**src/rtl/led_fader.sv**
```systemverilog
// rtl/led_fader.sv - per-channel PWM fader between the pattern sequencer and the LED pins
module led_fader #(
  parameter int N        = 5,
  parameter int PWM_BITS = 8,
  parameter int STEP_DIV = 256
) (
  input  logic         clock,
  input  logic         reset,
  input  logic         enable,
  input  logic [N-1:0] pattern,
  output logic [N-1:0] led,
  output logic         busy
);

  localparam int                  STEP_W    = (STEP_DIV > 1) ? $clog2(STEP_DIV) : 1;
  localparam logic [PWM_BITS-1:0] MAX       = '1;
  localparam logic [PWM_BITS-1:0] PWM_ONE   = 1;
  localparam logic [STEP_W-1:0]   STEP_ONE  = 1;
  localparam logic [STEP_W-1:0]   STEP_LAST = STEP_W'(STEP_DIV - 1);

  logic [N-1:0]        pattern_q;
  logic [PWM_BITS-1:0] bright_q [N];
  logic [PWM_BITS-1:0] bright_d [N];
  logic [PWM_BITS-1:0] target   [N];
  logic [PWM_BITS-1:0] pwm_cnt_q, pwm_cnt_d;
  logic [STEP_W-1:0]   step_cnt_q, step_cnt_d;
  logic [N-1:0]        led_q, led_d;
  logic                busy_q, busy_d;
  logic                tick;

  // Free-running PWM phase and brightness-step prescaler; both freeze while disabled.
  always_comb begin
    tick       = enable && (step_cnt_q == STEP_LAST);
    pwm_cnt_d  = pwm_cnt_q;
    step_cnt_d = step_cnt_q;
    if (enable) begin
      pwm_cnt_d  = pwm_cnt_q + PWM_ONE;
      step_cnt_d = tick ? '0 : step_cnt_q + STEP_ONE;
    end
  end

  // Each channel's target is full scale or dark depending on its registered pattern bit.
  always_comb begin
    for (int i = 0; i < N; i++) begin
      target[i] = pattern_q[i] ? MAX : '0;
    end
  end

  // Step each brightness one unit toward its target on a tick; derive next LED and busy.
  always_comb begin
    bright_d = bright_q;
    led_d    = '0;
    busy_d   = 1'b0;
    for (int i = 0; i < N; i++) begin
      if (tick) begin
        if (bright_q[i] < target[i]) begin
          bright_d[i] = bright_q[i] + PWM_ONE;
        end else if (bright_q[i] > target[i]) begin
          bright_d[i] = bright_q[i] - PWM_ONE;
        end
      end
      // busy looks at the post-step value so it clears right after the final tick
      if (bright_d[i] != target[i]) begin
        busy_d = 1'b1;
      end
      // full scale is forced solid so a fully-on LED has no one-count dark gap
      if (!enable) begin
        led_d[i] = 1'b0;
      end else if (bright_q[i] == MAX) begin
        led_d[i] = 1'b1;
      end else if (bright_q[i] == '0) begin
        led_d[i] = 1'b0;
      end else begin
        led_d[i] = (pwm_cnt_q < bright_q[i]);
      end
    end
  end

  // State registers; reset clears everything immediately.
  always_ff @(posedge clock or negedge reset) begin
    if (!reset) begin
      pattern_q  <= '0;
      pwm_cnt_q  <= '0;
      step_cnt_q <= '0;
      led_q      <= '0;
      busy_q     <= 1'b0;
      for (int i = 0; i < N; i++) begin
        bright_q[i] <= '0;
      end
    end else begin
      pattern_q  <= pattern;
      pwm_cnt_q  <= pwm_cnt_d;
      step_cnt_q <= step_cnt_d;
      led_q      <= led_d;
      busy_q     <= busy_d;
      bright_q   <= bright_d;
    end
  end

  assign led  = led_q;
  assign busy = busy_q;

endmodule
```
**config.mk**
```make
export PLATFORM = sky130hd
export DESIGN_NAME = led_fader
export DESIGN_NICKNAME = d
export VERILOG_FILES = /design/src/rtl/led_fader.sv
export SDC_FILE = /design/constraint.sdc
export NUM_CORES = 1
export LEC_CHECK = 0
export BUFFER_PORTS_ARGS = -buffer_cell sky130_fd_sc_hd__buf_2
export CORE_MARGIN = 3
export CORE_UTILIZATION = 24
export DETAILED_ROUTE_END_ITERATION = 6
export HOLD_SLACK_MARGIN = 0.15
export PLACE_DENSITY = 0.38
export SETUP_SLACK_MARGIN = 0.02
export SLEW_MARGIN = 20
export SYNTH_ARGS = -nofsm -noshare
export SYNTH_HDL_FRONTEND = slang
export SYNTH_SLANG_ARGS = --single-unit
```
**constraint.sdc**
```tcl
create_clock -name clock -period 4.31 [get_ports clock]
set_input_delay 0.862 -clock clock [delete_from_list [all_inputs] [get_ports clock]]
set_output_delay 0.862 -clock clock [all_outputs]
set_load 0.05 [all_outputs]
```
==> metrics.log <==
[metrics] DIE AREA: 0.0249 mm²
[metrics] detailed router's first-iteration violation count: 168
[metrics] internal power: 0.00134 W
[metrics] number of antenna violations at the first check in global routing: 0
[metrics] largest net degree at the start of global routing: 68
[metrics] routability-driven placement congestion ratio: 0.837
[metrics] final-report max-slew violation count: 0
[metrics] Max Cap Viol: 0
[metrics] area added between synthesis and finish: 12.5%
[metrics] most frequent standard cell in the layout excluding fill and tap cells: ha_1
[metrics] overall power after layout: 0.00197 W
[metrics] crit path kind: flop to flop
[metrics] result of the run: completed
[metrics] I/O pin count: 14
[metrics] port buffer count: 13
[metrics] post-cts resize count: 0
[metrics] Final Routed Wirelength: 14,900 µm
[metrics] setup violation total in the final timing report: 0
[metrics] register share of total power: 42.6%
[metrics] slowest stage cell, crit path: or4_1
[metrics] number of buffers added to fix hold violations after cts: 0
[metrics] EDFF count, synth: 0
[metrics] initial cell density of the core: 24.9%
[metrics] highest clock rate: 277 MHz
[metrics] unrepaired setup endpoints after global routing: no
[metrics] Longest Clk Path Bufs: 2
[metrics] clock latency reported for the late side of the worst-skew pair: 340 ps
[metrics] final worst clock skew: 8.60 ps
[metrics] Vias: 4,629
[metrics] slew margin rel.: 40.0%
[metrics] kind of start point of the critical path: flop
[metrics] Post-DP HPWL: 11,400 µm
[metrics] Power Density: 316 mW/mm²
[metrics] chip width: 158 µm
[metrics] number of nets produced by synthesis: 726
[metrics] Reg clk slew, reported paths: 60 ps
[metrics] Buf/Inv on CP: 1
[metrics] clock share of power: 36.5%
[metrics] root buffer selected by CTS: clkbuf_16
[metrics] Antenna Diode Count: 0
[metrics] synthesized instance count: 626
[metrics] final layout net count: 743
[metrics] leading area contributor after synthesis: dfrtp_1
[metrics] cell chain of the critical path: inv_1 -> ha_1 -> nor2b_1 -> o211ai_1 -> a21oi_1 -> nor2_1 -> nand4_1 -> o32ai_1 -> xnor2_1 -> or4_1 -> or4_1 -> o21ai_1 -> nand4_1
[metrics] per-cell routed wire length: 16.1 µm
[metrics] post-synthesis async set-or-reset flop share: 100%
[metrics] Hold Crit Class: flop to flop
[metrics] power dissipated by switching net loads: 0.000630 W
[metrics] total grt overflow: 0
[metrics] final clock period utilization by the worst path: 83.8%
[metrics] mean number of vias per cell: 4.99
[metrics] die height: 158 µm
[metrics] distinct cell type count after synthesis: 49
[metrics] Antenna Violating Nets Remaining: 0
[metrics] # H-tree levels: 3
[metrics] sum of negative setup slack: 0 ps
[metrics] most frequent cells in the layout: ha_1 (92), dfrtp_1 (67), inv_1 (54)
[metrics] share of Yosys cell area claimed by the top area cell type: 30.3%
[metrics] Setup crit end kind: flop
[metrics] core box area: 0.0222 mm²
[metrics] Critical Path RT: 4510 ps
[metrics] clock tree from TritonCTS: done
[metrics] leading cell types by total area after synthesis: dfrtp_1 (30%), ha_1 (21%), xnor2_1 (6.5%)
[metrics] cts bufs inserted: 9
[metrics] number of rows in the core area: 54
[metrics] Worst path top cell family by delay: simple AND/OR/NAND/NOR gates
[metrics] largest vdd supply drop: 0.000202 V
[metrics] total of flip-flops plus latches after synthesis: 67
[metrics] clock period minus worst slack: 3610 ps
[metrics] dominant register cell in the synthesized netlist: dfrtp_1
[metrics] wire length of the first global-routing pass: 24,700 µm
[metrics] Post-CTS Setup Repair Bufs: 0
[metrics] average size of a mapped cell: 8.85 µm²
[metrics] arrival time at the worst endpoint: 3810 ps
[metrics] cell leakage power: 2.76 nW
[metrics] warning count from the yosys run: 0
[metrics] total count of hold-check failures in the final report: 0
[metrics] fraction of layout instances using a drive strength above 1: 6.49%
[metrics] total number of clock tree sinks: 67
[metrics] switching power as a share of total power: 32.0%
[metrics] share of power burned in combinational logic: 20.9%
[metrics] Largest stage delay, worst path: 530 ps
[metrics] count of unresolved DRC violations after routing: 0
[metrics] critical path fanouts, max: 7
[metrics] synthesized cell area: 0.00554 mm²
[metrics] Tightest Pin Transition: 893 ps
[metrics] Pre-antenna DRT Iters: 4
[metrics] GRT Overall Usage: 12.7%
[metrics] via count of the first global-routing pass: 4,671
[metrics] share of synthesized area occupied by flip-flops and latches: 30.3%
Yosys cell counts, drive strengths merged, types with 3 or more instances:
library cell,n
nand2b,10
clkbuf,11
xor2,6
nor2,34
or2,5
nor2b,21
nand4,36
a31oi,8
a32oi,3
o31ai,5
xnor2,41
o21ai,27
mux2,3
a21o,8
a41oi,3
or3,6
and2,4
and3,8
nor3b,3
o211ai,6
a21oi,32
nand3,26
or4,6
nor4,10
dfrtp,67
inv,54
nor3,19
nand2,41
ha,92
mux2i,10
final timing paths:
| kind | endpoint | cells past startpoint | start | slack [ps] |
|---|---|---|---|---|
| max in group asynchronous | bright_q[9]$_DFF_PN0_ | 1 | reset | 3080 |
| worst max-delay path | busy$_DFF_PN0_ | 13 | pattern_q[4]$_DFF_PN0_ | 700 |
| min in group asynchronous | pattern_q[2]$_DFF_PN0_ | 1 | reset | 640 |
| worst min-delay path | step_cnt_q[4]$_DFFE_PN0P_ | 1 | step_cnt_q[4]$_DFFE_PN0P_ | 510 |
| worst max register to register | busy$_DFF_PN0_ | 13 | pattern_q[4]$_DFF_PN0_ | 700 |
| worst min register to register | step_cnt_q[4]$_DFFE_PN0P_ | 1 | step_cnt_q[4]$_DFFE_PN0P_ | 510 |
through the flow:
step | hold slack [ps] | area [µm²] | setup WS (ps) | std cells | util (%)
floorplan | 480 | 5540 | 987 | 626 | -
global placement | 515 | 5950 | 701 | 912 | 26.8
detailed placement | 506 | 5950 | 657 | 912 | 26.8
CTS | 518 | 6230 | 687 | 927 | 28.0
global route | 533 | 6230 | 410 | 927 | 28.0
finish | 514 | 6230 | 700 | 927 | 28.0
cells by family (layout without fill, tap and decap cells):
kind of cell / count (synthesis) / in the layout / synth area share, %
mux: 13 / 13 / 2.42
compound gates: 107 / 107 / 12.1
simple gates: 234 / 234 / 22.5
xor+xnor: 47 / 47 / 7.43
flops: 67 / 67 / 30.3
fa+ha+maj: 92 / 92 / 20.8
buf+inv: 66 / 87 / 4.56
layout make-up:
type                    count  area (µm²)
flip-flops and latches     67        1680
well taps                 280         350
inverters                  54         203
clock inverters             1        7.51
repair buffers             18         105
multi-input cells         493        3610
fillers                  2325       16000
clock buffers              14         274
registers in the layout (all words and copies together), names as in the netlist:
name,cells
step_cnt_q,8
bright_q,40
pwm_cnt_q,8
pattern_q,5
led,5
busy,1
power by group through the flow:
stage | sequential (W) | combinational [W] | clock (W)
5_1_grt | 0.000862 | 0.000494 | 0.000779
3_5_place_dp | 0.000855 | 0.000420 | 0
2_1_floorplan | 0.000804 | 0.000319 | 0
6_report | 0.000839 | 0.000412 | 0.000719
4_1_cts | 0.000844 | 0.000422 | 0.000750
3_3_place_gp | 0.000854 | 0.000403 | 0
routing by layer:
| metal | vias to the layer above | track usage (%) | routed length (µm) |
|---|---|---|---|
| li1 | 2302 | - | - |
| met1 | 2215 | 16.9 | 7160 |
| met3 | 19 | 2.60 | 547 |
| met5 | - | 0 | 0 |
| met4 | 0 | 4.05 | 238 |
| met2 | 93 | 20.7 | 6940 |
Power figures use the tool's default switching activity.
